**src/rtl/am_move_walker_if.sv**
```systemverilog
// am_move_walker_if: valid/ready stream carrying one generated move as a UCI word with index, check status and last flag.
interface am_move_walker_if #(
  parameter int MAX_POSITIONS_LOG2 = 8,
  parameter int UCI_WIDTH = 16
);
  logic out_valid;
  logic out_ready;
  logic [UCI_WIDTH-1:0] out_uci;
  logic [MAX_POSITIONS_LOG2-1:0] out_index;
  logic [1:0] out_status;
  logic out_last;
  modport master(output out_valid, out_uci, out_index, out_status, out_last, input out_ready);
  modport slave(input out_valid, out_uci, out_index, out_status, out_last, output out_ready);
endinterface

```
**src/rtl/am_move_walker.sv**
```systemverilog
// am_move_walker: walks the all_moves list and streams each move; AM_WALKER_CAPTURE_FILTER_EN emits captures only.
module am_move_walker #(
  parameter int MAX_POSITIONS_LOG2 = 8,
  parameter int UCI_WIDTH = 16,
  parameter int RAM_LATENCY = 5
) (
  input  logic clk,
  input  logic reset,
  input  logic enable,
  input  logic am_moves_ready,
  input  logic [MAX_POSITIONS_LOG2-1:0] am_move_count,
  input  logic initial_mate,
  input  logic initial_stalemate,
  input  logic [UCI_WIDTH-1:0] uci_in,
  input  logic capture_in,
  input  logic white_in_check_in,
  input  logic black_in_check_in,
  output logic [MAX_POSITIONS_LOG2-1:0] am_move_index,
  output logic am_clear_moves,
  am_move_walker_if.master stream,
  output logic done,
  output logic [1:0] term,
  output logic [MAX_POSITIONS_LOG2:0] emitted
);
  localparam int N = MAX_POSITIONS_LOG2;
  localparam logic [3:0] LAT = 4'(RAM_LATENCY - 1);
  typedef enum logic [2:0] {IDLE, INIT, WAIT, EMIT, CLEAR, CLEAR_WAIT} state_t;
  state_t state, state_nx;
  logic [N-1:0] cnt;
  logic [3:0] wcnt;
  logic keep, is_last, fire;
`ifdef AM_WALKER_CAPTURE_FILTER_EN
  assign keep = capture_in;
`else
  logic unused_capture;
  assign unused_capture = capture_in;
  assign keep = 1'b1;
`endif
  // compared one bit wider so a full 2^N-1 list ends without the index wrapping
  assign is_last = {1'b0, am_move_index} + (N+1)'(1) == {1'b0, cnt};
  assign fire = stream.out_valid && stream.out_ready;
  always_ff @(posedge clk)
    if (reset) state <= IDLE;
    else state <= state_nx;
  always_comb begin
    state_nx = state;
    case (state)
      IDLE: state_nx = enable && am_moves_ready ? INIT : IDLE;
      INIT: state_nx = cnt == '0 ? CLEAR : WAIT;
      WAIT: state_nx = wcnt != '0 ? WAIT : keep ? EMIT : is_last ? CLEAR : WAIT;
      EMIT: state_nx = !fire ? EMIT : stream.out_last ? CLEAR : WAIT;
      CLEAR: state_nx = CLEAR_WAIT;
      CLEAR_WAIT: state_nx = am_moves_ready ? CLEAR_WAIT : IDLE;
      default: state_nx = IDLE;
    endcase
  end
  always_comb begin
    stream.out_valid = state == EMIT;
    am_clear_moves = state == CLEAR;
    done = state == CLEAR;
  end
  always_ff @(posedge clk) begin
    if (reset) begin
      am_move_index <= '0;
      cnt <= '0;
      wcnt <= '0;
      term <= '0;
      emitted <= '0;
      stream.out_uci <= '0;
      stream.out_index <= '0;
      stream.out_status <= '0;
      stream.out_last <= 1'b0;
    end else begin
      case (state)
        IDLE: begin
          am_move_index <= '0;
          if (enable && am_moves_ready) begin
            cnt <= am_move_count;
            emitted <= '0;
          end
        end
        INIT: begin
          term <= cnt != '0 ? 2'd0 : initial_mate ? 2'd1 : initial_stalemate ? 2'd2 : 2'd3;
          wcnt <= LAT;
        end
        WAIT: begin
          if (wcnt != '0) wcnt <= wcnt - 4'd1;
          else if (keep) begin
            stream.out_uci <= uci_in;
            stream.out_index <= am_move_index;
            stream.out_status <= white_in_check_in ? 2'd1 : black_in_check_in ? 2'd2 : 2'd0;
            stream.out_last <= is_last;
          end else if (!is_last) begin
            am_move_index <= am_move_index + N'(1);
            wcnt <= LAT;
          end
        end
        EMIT: begin
          if (fire) begin
            emitted <= emitted + (N+1)'(1);
            if (!stream.out_last) begin
              am_move_index <= am_move_index + N'(1);
              wcnt <= LAT;
            end
          end
        end
        CLEAR: am_move_index <= '0;
        default: ;
      endcase
    end
  end
endmodule

```
**src/flat_wrapper.sv**
```systemverilog
// flat-port wrapper written by rule: the top's interface ports become plain ports
module am_move_walker_flat 
#(
  parameter int MAX_POSITIONS_LOG2 = 8,
  parameter int UCI_WIDTH = 16,
  parameter int RAM_LATENCY = 5
)
  (clk, reset, enable, am_moves_ready, am_move_count, initial_mate, initial_stalemate, uci_in, capture_in, white_in_check_in, black_in_check_in, am_move_index, am_clear_moves, done, term, emitted, stream_out_valid, stream_out_uci, stream_out_index, stream_out_status, stream_out_last, stream_out_ready);
  am_move_walker_if #(.MAX_POSITIONS_LOG2(MAX_POSITIONS_LOG2), .UCI_WIDTH(UCI_WIDTH)) stream_i ();
  input  logic clk;
  input  logic reset;
  input  logic enable;
  input  logic am_moves_ready;
  input  logic [MAX_POSITIONS_LOG2-1:0] am_move_count;
  input  logic initial_mate;
  input  logic initial_stalemate;
  input  logic [UCI_WIDTH-1:0] uci_in;
  input  logic capture_in;
  input  logic white_in_check_in;
  input  logic black_in_check_in;
  output logic [MAX_POSITIONS_LOG2-1:0] am_move_index;
  output logic am_clear_moves;
  output logic done;
  output logic [1:0] term;
  output logic [MAX_POSITIONS_LOG2:0] emitted;
  output wire logic [$bits(stream_i.out_valid)-1:0] stream_out_valid;
  output wire logic [$bits(stream_i.out_uci)-1:0] stream_out_uci;
  output wire logic [$bits(stream_i.out_index)-1:0] stream_out_index;
  output wire logic [$bits(stream_i.out_status)-1:0] stream_out_status;
  output wire logic [$bits(stream_i.out_last)-1:0] stream_out_last;
  input wire logic [$bits(stream_i.out_ready)-1:0] stream_out_ready;
  assign stream_out_valid = stream_i.out_valid;
  assign stream_out_uci = stream_i.out_uci;
  assign stream_out_index = stream_i.out_index;
  assign stream_out_status = stream_i.out_status;
  assign stream_out_last = stream_i.out_last;
  assign stream_i.out_ready = stream_out_ready;
  am_move_walker #(.MAX_POSITIONS_LOG2(MAX_POSITIONS_LOG2), .UCI_WIDTH(UCI_WIDTH), .RAM_LATENCY(RAM_LATENCY)) u_core (.clk(clk), .reset(reset), .enable(enable), .am_moves_ready(am_moves_ready), .am_move_count(am_move_count), .initial_mate(initial_mate), .initial_stalemate(initial_stalemate), .uci_in(uci_in), .capture_in(capture_in), .white_in_check_in(white_in_check_in), .black_in_check_in(black_in_check_in), .am_move_index(am_move_index), .am_clear_moves(am_clear_moves), .stream(stream_i), .done(done), .term(term), .emitted(emitted));
endmodule
```
**config.mk**
```make
export PLATFORM = sky130hd
export DESIGN_NAME = am_move_walker_flat
export DESIGN_NICKNAME = d
export VERILOG_FILES = /design/src/rtl/am_move_walker_if.sv /design/src/rtl/am_move_walker.sv /design/src/flat_wrapper.sv
export SDC_FILE = /design/constraint.sdc
export NUM_CORES = 1
export LEC_CHECK = 0
export ABC_AREA = 0
export ABC_CLOCK_PERIOD_IN_PS = 2500
export CELL_PAD_IN_SITES_DETAIL_PLACEMENT = 0
export CELL_PAD_IN_SITES_GLOBAL_PLACEMENT = 1
export CORE_ASPECT_RATIO = 0.75
export CORE_MARGIN = 2
export CORE_UTILIZATION = 34
export DETAILED_ROUTE_END_ITERATION = 6
export PLACE_DENSITY_LB_ADDON = 0.1
export SLEW_MARGIN = 20
export SYNTH_ARGS = -nofsm -noshare
export SYNTH_HDL_FRONTEND = slang
export SYNTH_SLANG_ARGS = --single-unit
export TNS_END_PERCENT = 100
```
**constraint.sdc**
```tcl
create_clock -name clk -period 2.5 [get_ports clk]
set_input_delay 0.25 -clock clk [delete_from_list [all_inputs] [get_ports clk]]
set_output_delay 0.25 -clock clk [all_outputs]
set_load 0.02 [all_outputs]
```
# [After elaboration in Yosys (flattened, before gate mapping)]
# Index checks and enable logic that the tools add are counted.
[totals] regBits=61 in_bits=34 output_inout_bits=49 wordCells=62
[op_classes] n_eq_ne=10 reduce_logical=15 bitwise_logic=1 mux=22 addsub=4
[ops] op="9-bit two-way mux" count=2
[ops] op="3-bit case mux with 6 select lines" count=1
[ops] op="9-bit case mux with 2 select lines" count=1
[ops] op="8-bit two-way mux" count=2
[ops] op="8-bit case mux with 2 select lines" count=1
[ops] op="3-bit two-way mux" count=4
[ops] op="4-bit two-way mux" count=3
[ops] op="4-bit case mux with 3 select lines" count=1
[ops] op="8-bit by 1-bit adder with 9-bit output, second input constant" count=1
[ops] op="9-bit by 1-bit adder with 9-bit output, second input constant" count=1
[ops] op="9-bit by 8-bit == test with 1-bit output" count=1
[ops] op="8-bit by 1-bit adder with 8-bit output, second input constant" count=1
[ops] op="8-bit zero test" count=1
[ops] op="2-bit two-way mux" count=4
[ops] op="8-bit nonzero test" count=1
[ops] op="3-bit by 2-bit == test with 1-bit output, second input constant" count=2
[ops] op="3-bit == test, second input constant" count=2
[ops] op="3-bit AND reduction" count=2
[ops] op="2-bit by 1-bit inequality test with 1-bit output, second input constant" count=2
[ops] op="2-bit inequality test, second input constant" count=2
[ops] op="2-bit AND reduction" count=2
[ops] op="4-bit AND reduction" count=1
[ops] op="2-bit nonzero test" count=2
[ops] op="4-bit nonzero test" count=1
[ops] op="other kinds (8)" count=11

# [Longest topological paths before layout]
# Gate-level depths: netlist (run 1).
[depth] ltp_word=4 depth_mapped=8 mapped_depth_nobuf=6

# [Worst setup path before layout (run 1)]
# Ideal clock, no wire load.
[synth_path] kind="register -> register" startpoint="register u_core.state[2]" endpoint="register u_core.stream.out_last" n_path_buf=3 path_stages_with_launch=9 setup_time_ns=0.084 path_slack_ns=0.339 period_less_slack_ns=2.161 t_arrival_ns=2.077 required_ns=2.416 cell_sequence="dfxtp_1 > buf_6 > or3b_1 > buf_2 > or4b_4 > buf_6 > nor4_2 > nand4_1 > o31ai_2"
[synth_via] elab_chain_cells=2
[synth_lines] item="start, declared" line="am_move_walker.sv:28" text="state_t state, state_nx;"
[synth_lines] item="start signal, assigned" line="am_move_walker.sv:44" text="else state <= state_nx;"
[synth_lines] item="3-bit by 2-bit == test with 1-bit output"
[synth_lines] item="2-bit AND reduction (no line)"
[synth_lines] item="end signal, assigned" line="am_move_walker.sv:92" text="stream.out_last <= is_last;"
[synth_lines] item="end, declared" line="am_move_walker_if.sv:12" text="modport master(output out_valid, out_uci, out_index, out_status, out_last, input out_ready);"
# No other way between the ends.
# A chain may end at the register's enable or synchronous reset.

# [Final worst setup path (run 1)]
[layout_path] startpoint="register u_core.state[1]" endpoint="register u_core.stream.out_last"
# Same word-level chain as after synthesis.

==> flow_summary.json, run 1 <==
{
  "min_period_ps": 2150,
  "rrSetupSlack_ps": 350,
  "p_sw_uw": 593,
  "synth_common_cells": "dfxtp_1 (61), nand2_1 (61), a21oi_1 (41), nor2_1 (34), clkbuf_1 (13)",
  "drt-initial-drc-count": 74,
  "postCtsSetupBuffers": 0,
  "die_h_um": 81.4,
  "netlist_top_cells_area": "dfxtp_1 (45%), nand2_1 (8.4%), a21oi_1 (7.6%), nor2_1 (4.7%), mux2i_1 (4.1%)",
  "p_seq_share_pct": 47.5,
  "clock_skew_ps": 7.36,
  "r2r-end": "u_core.stream.out_last$_SDFFE_PP0P_",
  "diodes": 0,
  "maxSlewViolCount": 0,
  "synth_edf_count": 0,
  "insertion_delay_ps": 330,
  "synth.distinct_cells": 44,
  "final.period_utilization_pct": 86.2,
  "setup_viol": 0,
  "yosysTopAreaCell": "dfxtp_1",
  "cts-root-buf": "clkbuf_8",
  "cts_tree": "yes",
  "async_reset_ff_share_pct": 0,
  "worstHoldPathType": "in -> reg",
  "ant_nets": 0,
  "p_sw_share_pct": 26.7,
  "grt_pass1_wl_um": 11000,
  "syn_area_um2": 2720,
  "required_ps": 2750,
  "synth_cells": 326,
  "routedWlPerCell_um": 13.2,
  "ys_seq_elements": 61,
  "place.gp.congestion": 0.781,
  "clockPowerShare_pct": 35.5,
  "cts_max_level": 3,
  "pwr-share-comb_pct": 16.9,
  "timing_hold_violations_final": 0,
  "r2r_start": "u_core.state[1]$_SDFF_PP0_",
  "fin_total_pwr_uw": 2220,
  "clockBufferDepth": 2,
  "ir_drop_mv": 0.283,
  "relSlewSlack_pct": 58.9,
  "path_clk_slew_ps": 60,
  "die_area_um2": 8720,
  "hpwl_um": 4720,
  "drc": 0,
  "num_rows": 28,
  "syn-num-nets": 363,
  "overflow": 0,
  "crit_type": "reg -> reg",
  "yosys_warnings": 0,
  "worstSetupEndpoint": "u_core.stream.out_last$_SDFFE_PP0P_",
  "cp-end-kind": "flip-flop",
  "intPower_uw": 1630,
  "cp_max_fo": 11,
  "grt_use_total_pct": 16.1,
  "antenna_found_initial": 0,
  "io_pins": 83,
  "fmax_mhz": 464,
  "fin_util_pct": 48.6,
  "place.port_buffers": 81,
  "leakage_uw": 0.00133,
  "tightest_slew_ps": 616,
  "drtPass1Iterations": 4,
  "startpoint_type": "flip-flop",
  "viasPerCell": 4.79,
  "dpl_worst_slack_ps": 314,
  "seq_area_frac_synth_pct": 45.0,
  "pwr_density_cell_nw_per_um2": 585,
  "synth_ff_type": "dfxtp_1",
  "clock-sinks": 61,
  "cts_hold_buf": 0,
  "via_count": 2458,
  "core-area_um2": 7810,
  "syn2layout_area_growth_pct": 40.0,
  "finalSetupTns_ps": 0,
  "crit_arrival_ps": 2400,
  "yosys.area.top_type_share_pct": 45.0,
  "postCtsResizedCells": 0,
  "status": "finished clean",
  "syn_area_per_cell_um2": 8.33,
  "maxCapViolCount": 0,
  "reg2regPathDepth": 5,
  "chipWidth_um": 107,
  "fin_nets": 441,
  "fin_ws_ps": 345,
  "initial_core_util_pct": 34.8,
  "grt_pass1_vias": 2261,
  "layout-drive-gt1-share_pct": 6.86,
  "wl_um": 6760,
  "cts_buffers": 9,
  "grt_max_degree": 31,
  "rsz0062_at_grt": "no",
  "startpoint": "u_core.state[1]$_SDFF_PP0_"
}
worst max-delay path: stages (launching register included):
cell	delay, ps
dfxtp_1	510
or3b_1	410
or4b_4	560
nor4_2	260
nand4_1	150
o31ai_2	180
worst min path at each step:
stage | cells after the start | to | from
final | 2 | u_core.cnt[4]$_SDFFE_PP0P_ | reset
after floorplan | 2 | u_core.stream.out_uci[10]$_SDFFE_PP0P_ | uci_in[10]
after global placement | 2 | u_core.stream.out_uci[8]$_SDFFE_PP0P_ | u_core.stream.out_uci[8]$_SDFFE_PP0P_
after global routing | 2 | u_core.cnt[3]$_SDFFE_PP0P_ | reset
after detailed placement | 2 | u_core.stream.out_uci[8]$_SDFFE_PP0P_ | u_core.stream.out_uci[8]$_SDFFE_PP0P_
after CTS | 2 | u_core.cnt[0]$_SDFFE_PP0P_ | reset
placed cells by master (no fill, tap or decap), drive strengths merged, types with 2 or more instances in the layout:
cell           instances
or4b                   2
ha                     3
dfxtp                 61
mux2i                 11
or3                    6
nand3b                 5
and3                   4
nand4                  3
a211oi                 3
and2                   2
buf                    7
a21oi                 41
a31oi                  2
xor2                   9
clkdlybuf4s50         80
xnor2                 10
inv                    6
nand3                  6
nor2                  34
nor4b                  5
clkbuf                14
o21ai                 11
nor3b                  3
nand2                 61
nor4                   4
a2111oi                2
per-layer routing:
layer | routed length, um | vias to the layer above | global-route usage, %
met5 | 0 | - | 0
met4 | 76 | 0 | 5.45
met3 | 387 | 7 | 4.98
met2 | 2790 | 62 | 23.8
met1 | 3510 | 1120 | 22.3
li1 | - | 1269 | -
per-stage QoR:
| step | cell area, um2 | hold slack [ps] | cells |
|---|---|---|---|
| after global routing | 3800 | 415 | 513 |
| after global placement | 3620 | 441 | 498 |
| after detailed placement | 3620 | 446 | 498 |
| after floorplan | 2720 | 386 | 326 |
| after CTS | 3800 | 400 | 513 |
| final | 3800 | 403 | 513 |
layout make-up:
type	count	area [um2]
clock buffers	14	173
clock inverters	1	5.00
inverters	6	22.5
multi-input cells	239	1380
repair buffers	87	863
flip-flops and latches	61	1220
fillers	792	4010
well taps	105	131
cells by family (layout without fill, tap and decap cells):
kind of cell,after synthesis,in the layout,synth area share (%)
XOR/XNOR,19,19,6.13
multiplexers,11,11,4.06
AND/OR/NAND/NOR,142,142,25.9
AO/OA/AOI/OAI,64,64,13.2
flip-flops,61,61,45.0
buffers and inverters,26,108,4.38
adder cells (fa/ha/maj),3,3,1.38
registers in the layout, indices dropped and copies added (netlist names):
| name | count |
|---|---|
| u_core.emitted | 9 |
| u_core.term | 2 |
| u_core.stream.out_index | 8 |
| u_core.wcnt | 4 |
| u_core.state | 3 |
| u_core.stream.out_uci | 16 |
| u_core.stream.out_status | 2 |
| u_core.stream.out_last | 1 |
| u_core.am_move_index | 8 |
| u_core.cnt | 8 |
power groups by stage:
| stage | registers (uW) | logic (uW) | clock network [uW] |
|---|---|---|---|
| floorplan | 1080 | 220 | 0 |
| global placement | 1080 | 379 | 0 |
| detailed placement | 1080 | 380 | 0 |
| CTS | 1060 | 382 | 820 |
| global route | 1060 | 418 | 860 |
| finish | 1060 | 376 | 789 |
No activity file was read; power rests on OpenSTA's default activity.
==> inputs of run 2 (changes only) <==
- GPL_ROUTABILITY_DRIVEN: unset -> 1
==> results of run 2 <==
No change in the layout: final DEF, timing and power equal those of run 1.
